[src/rtl/label_smoother.sv]
// Majority-vote smoother for a stream of binary seizure labels, with hysteresis and holdoff.
// Define LABEL_SMOOTHER_EVENT_CNT_EN to add the o_event_count seizure-onset counter.
module label_smoother #(
    parameter int WINDOW     = 8,
    parameter int ON_THRESH  = 6,
    parameter int OFF_THRESH = 2,
    parameter int HOLDOFF    = 4
) (
    input  logic                         i_clk,
    input  logic                         i_nrst,
    input  logic                         i_label_valid,
    input  logic                         i_label_in,
    input  logic                         i_clear,
    output logic [$clog2(WINDOW+1)-1:0]  o_vote_count,
    output logic                         o_alarm,
    output logic                         o_decision_valid,
    output logic [1:0]                   o_state
`ifdef LABEL_SMOOTHER_EVENT_CNT_EN
    ,
    output logic [15:0]                  o_event_count
`endif
);

    localparam int CW = $clog2(WINDOW + 1);
    localparam logic [CW-1:0] WINDOW_C = CW'(WINDOW);
    localparam logic [CW-1:0] ON_C     = CW'(ON_THRESH);
    localparam logic [CW-1:0] OFF_C    = CW'(OFF_THRESH);
    localparam logic [7:0]    HOLD_C   = 8'(HOLDOFF);

    typedef enum logic [1:0] {
        WARMUP   = 2'd0,
        NORMAL   = 2'd1,
        SEIZURE  = 2'd2,
        COOLDOWN = 2'd3
    } state_t;

    state_t              r_state;
    state_t              w_next_state;
    logic [WINDOW-1:0]   r_hist;
    logic [CW-1:0]       r_fill;
    logic [CW-1:0]       r_count;
    logic [7:0]          r_hold;
    logic                r_alarm;
    logic                r_dv;

    logic                w_accept;
    logic                w_full;
    logic                w_evict;
    logic [CW-1:0]       w_next_count;
    logic [CW-1:0]       w_fill_next;
    logic [7:0]          w_hold_next;

    assign w_accept     = i_label_valid & ~i_clear;
    assign w_full       = (r_fill == WINDOW_C);
    // The oldest bit only leaves the vote once the window has actually been filled.
    assign w_evict      = w_full & r_hist[WINDOW-1];
    assign w_next_count = r_count + CW'(i_label_in) - CW'(w_evict);
    assign w_fill_next  = w_full ? r_fill : r_fill + CW'(1);

    always_ff @(posedge i_clk) begin
        if (!i_nrst || i_clear) begin
            r_state <= WARMUP;
        end else begin
            r_state <= w_next_state;
        end
    end

    always_comb begin
        w_next_state = r_state;
        w_hold_next  = r_hold;
        if (w_accept) begin
            case (r_state)
                WARMUP: begin
                    if (w_fill_next == WINDOW_C) begin
                        w_next_state = (w_next_count >= ON_C) ? SEIZURE : NORMAL;
                    end
                end
                NORMAL: begin
                    if (w_next_count >= ON_C) begin
                        w_next_state = SEIZURE;
                    end
                end
                SEIZURE: begin
                    if (w_next_count <= OFF_C) begin
                        w_next_state = COOLDOWN;
                        w_hold_next  = HOLD_C;
                    end
                end
                COOLDOWN: begin
                    if (w_next_count >= ON_C) begin
                        w_next_state = SEIZURE;
                    end else begin
                        w_hold_next = r_hold - 8'd1;
                        if (r_hold == 8'd1) begin
                            w_next_state = NORMAL;
                        end
                    end
                end
                default: w_next_state = WARMUP;
            endcase
        end
    end

    always_ff @(posedge i_clk) begin
        if (!i_nrst || i_clear) begin
            r_hist  <= '0;
            r_fill  <= '0;
            r_count <= '0;
            r_hold  <= '0;
            r_alarm <= 1'b0;
            r_dv    <= 1'b0;
        end else begin
            r_alarm <= (w_next_state == SEIZURE) || (w_next_state == COOLDOWN);
            r_dv    <= w_accept && (w_next_state != WARMUP);
            r_hold  <= w_hold_next;
            if (w_accept) begin
                r_hist  <= {r_hist[WINDOW-2:0], i_label_in};
                r_count <= w_next_count;
                r_fill  <= w_fill_next;
            end
        end
    end

`ifdef LABEL_SMOOTHER_EVENT_CNT_EN
    logic [15:0] r_events;
    logic        w_onset;

    // Only fresh onsets count; bouncing back from COOLDOWN is the same seizure.
    assign w_onset = w_accept && (w_next_state == SEIZURE) &&
                     ((r_state == WARMUP) || (r_state == NORMAL));

    always_ff @(posedge i_clk) begin
        if (!i_nrst || i_clear) begin
            r_events <= '0;
        end else if (w_onset && (r_events != 16'hFFFF)) begin
            r_events <= r_events + 16'd1;
        end
    end

    assign o_event_count = r_events;
`endif

    assign o_vote_count     = r_count;
    assign o_alarm          = r_alarm;
    assign o_decision_valid = r_dv;
    assign o_state          = r_state;

endmodule

[config.mk]
export PLATFORM = sky130hd
export DESIGN_NAME = label_smoother
export DESIGN_NICKNAME = d
export VERILOG_FILES = /design/src/rtl/label_smoother.sv
export SDC_FILE = /design/constraint.sdc
export NUM_CORES = 1
export LEC_CHECK = 0
export ABC_AREA = 0
export CORE_ASPECT_RATIO = 0.75
export CORE_UTILIZATION = 54
export CTS_BUF_LIST = sky130_fd_sc_hd__clkbuf_16
export CTS_CLUSTER_SIZE = 30
export DETAILED_ROUTE_END_ITERATION = 6
export PLACE_DENSITY = 0.75
export SYNTH_ARGS = -nofsm -noshare
export SYNTH_HDL_FRONTEND = slang
export SYNTH_SLANG_ARGS = --single-unit
[constraint.sdc]
create_clock -name i_clk -period 3.8 [get_ports i_clk]
set_input_delay 0.57 -clock i_clk [delete_from_list [all_inputs] [get_ports i_clk]]
set_output_delay 0.57 -clock i_clk [all_outputs]
set_load 0.05 [all_outputs]
==> results of run 1 <==
worst max-delay path by stage:
stage                           startpoint                endpoint  slack, ns  cells after the start
global route        r_fill[0]$_SDFFE_PP0P_  r_hold[2]$_SDFFE_PP0P_       0.05                     14
detailed placement  r_fill[0]$_SDFFE_PP0P_  r_hold[2]$_SDFFE_PP0P_       0.37                     14
finish              r_fill[0]$_SDFFE_PP0P_  r_hold[2]$_SDFFE_PP0P_       0.30                     14
CTS                 r_fill[0]$_SDFFE_PP0P_  r_hold[2]$_SDFFE_PP0P_       0.34                     14
global placement    r_fill[0]$_SDFFE_PP0P_  r_hold[2]$_SDFFE_PP0P_       0.57                     14
floorplan           r_fill[0]$_SDFFE_PP0P_  r_hold[6]$_SDFFE_PP0P_       0.90                     15
cell type report:
type | instances | area, um2 | area share (%)
multi-input combinational | 132 | 891 | 51.1
sequential | 28 | 561 | 32.1
timing repair buffer | 13 | 128 | 7.32
clock buffer | 3 | 75.1 | 4.30
tap | 36 | 45.0 | 2.58
inverter | 11 | 41.3 | 2.37
clock inverter | 1 | 3.75 | 0.215
placed cells by master, fill, tap and decap left out, types with 3 or more instances in the layout:
| cell | netlist | final |
|---|---|---|
| a211oi_1 | 3 | 3 |
| o211ai_1 | 3 | 3 |
| dfxtp_1 | 28 | 28 |
| nand3_1 | 4 | 4 |
| inv_1 | 11 | 11 |
| o22ai_1 | 3 | 3 |
| a21oi_1 | 11 | 11 |
| clkbuf_16 | 0 | 3 |
| nor2_1 | 28 | 28 |
| xnor2_1 | 3 | 3 |
| nand2_1 | 15 | 15 |
| ha_1 | 8 | 8 |
| nand2b_1 | 7 | 7 |
| mux2i_1 | 11 | 11 |
| and3_1 | 3 | 3 |
| clkdlybuf4s50_1 | 0 | 12 |
| o21ai_0 | 4 | 4 |
flip-flops by register name, summed over array words and instances (netlist names):
name	cells
r_hist	8
r_hold	8
o_vote_count	4
r_fill	4
o_state	2
o_alarm	1
o_decision_valid	1
critical path, delay by kind of cell, from the launching register on:
family | cells | cell delay (ns)
buffers and inverters | 3 | 0.23
AO/OA/AOI/OAI | 2 | 0.21
AND/OR/NAND/NOR | 4 | 1.14
XOR/XNOR | 1 | 0.30
flip-flops | 1 | 0.40
adder cells (fa/ha/maj) | 4 | 1.06
cells by family after synthesis:
family | synth area share [%]
flops | 36.5
fa+ha+maj | 7.81
buf+inv | 5.61
xor+xnor | 3.91
mux | 7.89
compound gates | 16.4
simple gates | 22.0
cell usage after synthesis (all sizes together):
| cell type | instances |
|---|---|
| mux2 | 1 |
| fa | 1 |
| a21boi | 2 |
| nor3 | 1 |
| o22ai | 3 |
| xor2 | 3 |
| a31o | 2 |
| nand4 | 2 |
| clkbuf | 6 |
| o32ai | 1 |
| nand2 | 15 |
| a31oi | 1 |
| a21oi | 12 |
| a2111oi | 1 |
| xnor2 | 3 |
| nor2b | 2 |
| mux2i | 11 |
| a32o | 1 |
| o21ai | 4 |
| and3b | 1 |
| nor4 | 3 |
| ha | 8 |
| buf | 3 |
| dfxtp | 28 |
| nand3b | 2 |
| inv | 11 |
| a21bo | 1 |
| o211ai | 3 |
| o31ai | 2 |
| a211oi | 4 |
| and3 | 3 |
| nand3 | 4 |
| nand2b | 7 |
| nor2 | 28 |
stage by stage:
step | power, W | hold WS, ns
floorplan | 0.000343 | 0.456
global route | 0.000611 | 0.526
global placement | 0.000355 | 0.471
finish | 0.000591 | 0.495
CTS | 0.000594 | 0.497
detailed placement | 0.000357 | 0.484
power by group:
group | internal (W) | leakage, nW | total (W) | switching (W)
registers | 0.000296 | 0.226 | 0.000298 | 0.00000265
logic | 0.0000206 | 0.396 | 0.0000530 | 0.0000324
clock network | 0.000141 | 0.0385 | 0.000239 | 0.0000980
total | 0.000457 | 0.661 | 0.000591 | 0.000133
routing by layer:
layer	share of wire (%)	vias up	track usage, %	wire length, um
li1	-	648	-	-
met1	49	607	30.0	1550
met2	44	43	34.7	1390
met3	6.6	4	5.61	210
met4	0.69	0	5.45	22
met5	0	-	0	0
==> results.txt, run 1 <==
- Derived from the worst setup path, the maximum achievable clock frequency is 0.286 GHz.
- Yosys attributes the largest share of cell area to dfxtp_1, mux2i_1, nor2_1.
* Overall die height: a little under 50 um
* Post-CTS setup buffers: 0
* Routed vias/inst: a little under 6
* Layout overhead on the synthesized area: 13.4%
* Share of layout cells above drive strength 1: between 6 and 7%
* Net count of the finished layout: 203
- Counting along the longest clock path gives a buffer depth of 2.
* Filler cells: 230
* Worst Hold Path Cells: 2
- Number of primary I/O pins: 13
- Maximum number of pins on one net before global-route repair: 26
* Iteration count of the initial detailed-routing pass: 4
* Endpoint kind of the worst setup timing path: register
- Excluding fillers, the count of instances in the completed layout stands at 224.
* Final period demand of the worst path: between 3 and 4 ns
- The later pin in the worst-skew pair is clocked with a latency of 0.26 ns.
- Worst setup path category: reg2reg
- After legalization and detailed placement, the total HPWL measured roughly 2200 um.
* Clock-pin slew of the registers on the worst-case setup and hold paths: around 0.070 ns
- Row count: 16
- Actual slew at the worst max-slew pin: ~1.0 ns
- Die Width: approximately 64 um
* Inserted Clock Buffers: 3
- Weighted congestion reported at the end of routability-driven placement: between 0.7 and 0.8
- The tree built by TritonCTS fans out to 28 sinks.
* Number of DRC markers in iteration 0: 95
- After synthesis, flip-flops and latches occupy ~36% of the total area.
* Pwr per Cell Area: ~340 mW/mm2
- Required time reported for the critical path endpoint: about 3.9 ns
- The synthesized design spends more area on one cell type than any other, namely dfxtp_1.
- Number of I/O port buffers: 12
- The core region is 0.00266 mm2.
* Remaining design rule violation count: 0
- The tree is rooted in a clkbuf_16.
- Proportion of netlist area held by the largest area contributor: between 30% and 40%
* Post-CTS sizing: 0
- For this run, the number of Yosys warnings is 0.
- Area of all placed cells without fillers: about 0.0017 mm2
- For hold timing, the worst endpoint is r_hold[5]$_SDFFE_PP0P_.
- Data on the critical path arrives at its endpoint at 3.60 ns.
- In this run the number of H-tree levels came out at 1.
* Highest-delay cell along the critical path: nor4_4
* Total negative slack for setup checks: 0 ns
- The die covers between 0.003 and 0.004 mm2.
- Between clock sinks in the finished design, the worst skew comes to 0.00239 ns.
* Result of the run: completed
* Register bit total from synthesis: 28
* Synth Instances: 180
- Overall routing resource usage: 21.8%
- Clock tree from TritonCTS: built
* Instance area at placement: ~0.0017 mm2
- Hold-fix buffers, CTS: 0
* CP cell instances: inv_1 > ha_1 > nand3b_1 > nor2_1 > ha_1 > inv_1 > ha_1 > inv_1 > fa_1 > xor2_2 > a21oi_2 > nor4_4 > and3_1 > a211oi_2
- The detailed router placed ~1300 vias in this run.
* RSZ-0062 raised after global routing: no
- Setup violations remaining at the end of the flow were counted as 0.
* Setup slack of the worst register-to-register path: roughly 0.30 ns
* Final Hold Violating Endpoints: 0
- Synth unique cells: 41
- After layout, the worst path uses 92.0% of the clock period.
- Measured against its own limit, the worst slew margin works out to 33.1%.
- Remaining antenna violation count after routing: 0
- Mean instance size in the synthesized netlist: 8.54 um2
* Leakage Power: 0.661 nW
- Once layout is complete, the utilization of the core stands at around two thirds.
- Min setup slack post-route: between 0.3 and 0.4 ns
- The initial antenna violation count is 0.
- Worst reg2reg path depth: 14
- R2R Path End: r_hold[2]$_SDFFE_PP0P_
* Global-route wire length before repair: about 5000 um
* Pins Over Slew Limit: 0
* Hold Crit Class: reg2reg
- VDD sags by at most 0.328 mV.
* Post-synthesis cell area: roughly 0.0015 mm2
- Count of placed standard cells including taps: 220
* Reg2Reg Launch Point: r_fill[0]$_SDFFE_PP0P_
- # diodes: 0
- Synthesis produced a netlist with a net count of 194.
- The total overflow left after global routing is 0.
- HP Start: r_hold[5]$_SDFFE_PP0P_
- Timing analysis after detailed placement gives a worst setup slack of 0.367 ns.
* Routed WL per cell: about 14 um
- The tool flagged a number of max-cap violations equal to 0.
* Effective utilization at floorplan: a little under 60%
* Critical path launch point type: register
* Vias in the first global route: roughly 1100
- The final layout contains routed wiring with a total length of about 3200 um.
- Crit Path Max Fanout: 13
- In this design, the stage delay of the slowest critical-path cell is approximately 0.61 ns.
No activity file was read; power rests on OpenSTA's default activity.
==> run 2, diff against run 1 <==
--- a/config.mk
+++ b/config.mk
@@ -7,6 +7,7 @@
 export LEC_CHECK = 0
 export ABC_AREA = 0
 export CORE_ASPECT_RATIO = 0.75
+export CORE_MARGIN = 5
 export CORE_UTILIZATION = 54
 export CTS_BUF_LIST = sky130_fd_sc_hd__clkbuf_16
 export CTS_CLUSTER_SIZE = 30
==> run 2 against run 1 <==
Register-to-register slack worse by 0.02 ns. Via count down 3.0%. Worst setup slack worse by 0.017 ns. Clock skew up 0.0016 ns. Count of clock-buffer cells in the layout unchanged. First-iteration DRC count up 11%. Critical path depth unchanged. Sequential cell count unchanged. Sequential power about the same. Critical endpoint unchanged. Largest cell class unchanged.
==> results.txt, run 2 (synthesis gave the netlist of run 1 again) <==
- CP cell instances: inv_1 > ha_1 > nand3b_1 > nor2_1 > ha_1 > inv_1 > ha_1 > inv_1 > fa_1 > xor2_2 > a21oi_2 > nor4_4 > and3_1 > a211oi_2
* Routed vias/inst: between 5 and 6
- For this run, the detailed router's first-pass iteration total came to 4.
* Hold Crit Class: reg2reg
* DP HPWL: between 2000 and 2500 um
- Net count of the finished layout: approximately 200
- The area growth from synthesis to layout is 13.2%.
- For the worst setup path, the data arrival time is approximately 3.6 ns.
- The post-route netlist has between 6 and 7% of its cells at a drive strength greater than 1.
- Maximum number of pins on one net before global-route repair: 26
* Clock tree from TritonCTS: built
* Vias after detailed routing: roughly 1300
- Global routing finished with a remaining overflow of 0.
- The floorplan has 16 rows.
* Hold Slack: 0.496 ns
- Vias in the first global route: 1268
- Counting every sink on the clock net gives 28.
- Setup violations remaining at the end of the flow were counted as 0.
- Actual slew at the worst max-slew pin: ~0.97 ns
* Final clock skew: about 0.0040 ns
* Post-CTS setup buffers: 0
- Counting the buffers created by CTS gives 3.
* Weighted congestion reported at the end of routability-driven placement: between 0.7 and 0.8
- Number of I/O port buffers: 12
- Highest-delay cell along the critical path: nor4_4
- The critical path contains buffers and inverters numbering 3 combined.
- Required time reported for the critical path endpoint: between 3 and 4 ns
* Initial antenna violation count: 0
- Remaining antenna violation count after routing: 0
- CTS built an H-tree with a depth of 1.
- Critical path launch point type: register
- Final Hold Violating Endpoints: 0
- Worst max-slew margin expressed relative to the limit: a little over a third
- The first global-routing pass estimated between 5000 and 6000 um of wire.
- In this run the count of I/O pins placed on the die edge is 13.
- Min setup slack post-route: around 0.29 ns
* Top flop regs: r_hist: 8 flops, r_hold: 8 flops
* Final design utilization: 65.4%
* Endpoint kind of the worst setup timing path: register
- Die Width: around 70 um
- The die covers just over 0.004 mm2.
* Crit Path Max Fanout: 13
- Post-route insts no fill: between 200 and 250
* Root Buffer: clkbuf_16
- Final period demand of the worst path: roughly 3.5 ns
* Result of the run: completed
- The worst setup path is of the reg2reg kind.
- The worst-case IR drop observed on VDD is around 0.26 mV.
- Slowest cell delay on critical path: ~0.61 ns
* Hold-fix buffers, CTS: 0
- In this run the vertical extent of the chip is 56.2 um.
- Counting along the longest clock path gives a buffer depth of 2.
- Overall routing resource usage: 16.5%
- Remaining design rule violation count: 0
* Post-CTS sizing: 0
- Total negative slack for setup checks: 0 ns
- RSZ-0062 raised after global routing: no
- Routed WL per cell: about 14 um
* Clock-pin slew of the registers on the worst-case setup and hold paths: 0.07 ns
* Later-pin clock latency in the skew report: roughly 0.26 ns
* Pwr per Cell Area: between 300 and 400 mW/mm2
- Routed WL: between 3000 and 4000 um
- In the finished design, the share of the clock period the worst path needs comes to between 90% and 100%.
* CORE AREA: about 0.0027 mm2
- OpenSTA, run right after detailed placement, puts the worst setup slack at between 0.3 and 0.4 ns.
* F_max: approximately 0.28 GHz
* Top library cells by usage in the layout, fill and taps aside: nor2_1, dfxtp_1, nand2_1
- Across the run, the number of max-cap violations was 0.
* Pins Over Slew Limit: 0
- In this run the static leakage power is roughly 0.66 nW.
- The number of placed instances, taps included, is 220.
- Category of cells accounting for the largest share of critical-path delay: simple AND/OR/NAND/NOR gates
- For this configuration, the core starts out at a cell density of between 50% and 60%.
- The repair_antennas step left the layout with diodes totalling 0.
- Number of DRC markers in iteration 0: roughly 110
## run 2: cell types whose count changed in the layout (fill, tap and decap cells not counted)
cell and delta:
clkinv_1 -1
## run 2: final cells by class
type / instances / area [um2]
fillers: 223 / 922
multi-input cells: 132 / 891
flip-flops and latches: 28 / 561
repair buffers: 13 / 128
clock buffers: 3 / 75.1
well taps: 36 / 45.0
inverters: 11 / 41.3
## run 2: path summary, 6_finish.rpt
path / start / to / slack, ns / cells past startpoint
setup / recovery: r_fill[0]$_SDFFE_PP0P_ / r_hold[2]$_SDFFE_PP0P_ / 0.29 / 14
hold / removal: r_hist[3]$_SDFFE_PP0P_ / r_hist[3]$_SDFFE_PP0P_ / 0.50 / 2
setup reg to reg: r_fill[0]$_SDFFE_PP0P_ / r_hold[2]$_SDFFE_PP0P_ / 0.29 / 14
hold reg to reg: r_hist[3]$_SDFFE_PP0P_ / r_hist[3]$_SDFFE_PP0P_ / 0.50 / 2
## run 2: tightest hold or removal path, cell delays in order (launching register included)
cell,delay [ns]
dfxtp_1,0.33
mux2i_1,0.06
nor2_1,0.07
## run 2: power by group
group	leakage (nW)	internal [W]	switching (W)
Sequential	0.226	0.000296	0.00000275
Combinational	0.396	0.0000205	0.0000316
Clock	0.0370	0.000139	0.0000926
## run 2: stage by stage
step | area (um2) | total power [W]
after floorplan | 1540 | 0.000343
after global placement | 1670 | 0.000355
after detailed placement | 1670 | 0.000357
after CTS | 1740 | 0.000588
after global routing | 1740 | 0.000606
final | 1740 | 0.000583
## run 2: per-layer routing
layer  up-vias  routed length (um)  GRT usage, %
li1        638                   -             -
met1       584                1630          23.1
met2        39                1410          25.4
met3         2                 175          4.87
met4         0                   8          2.68
met5         -                   0             0
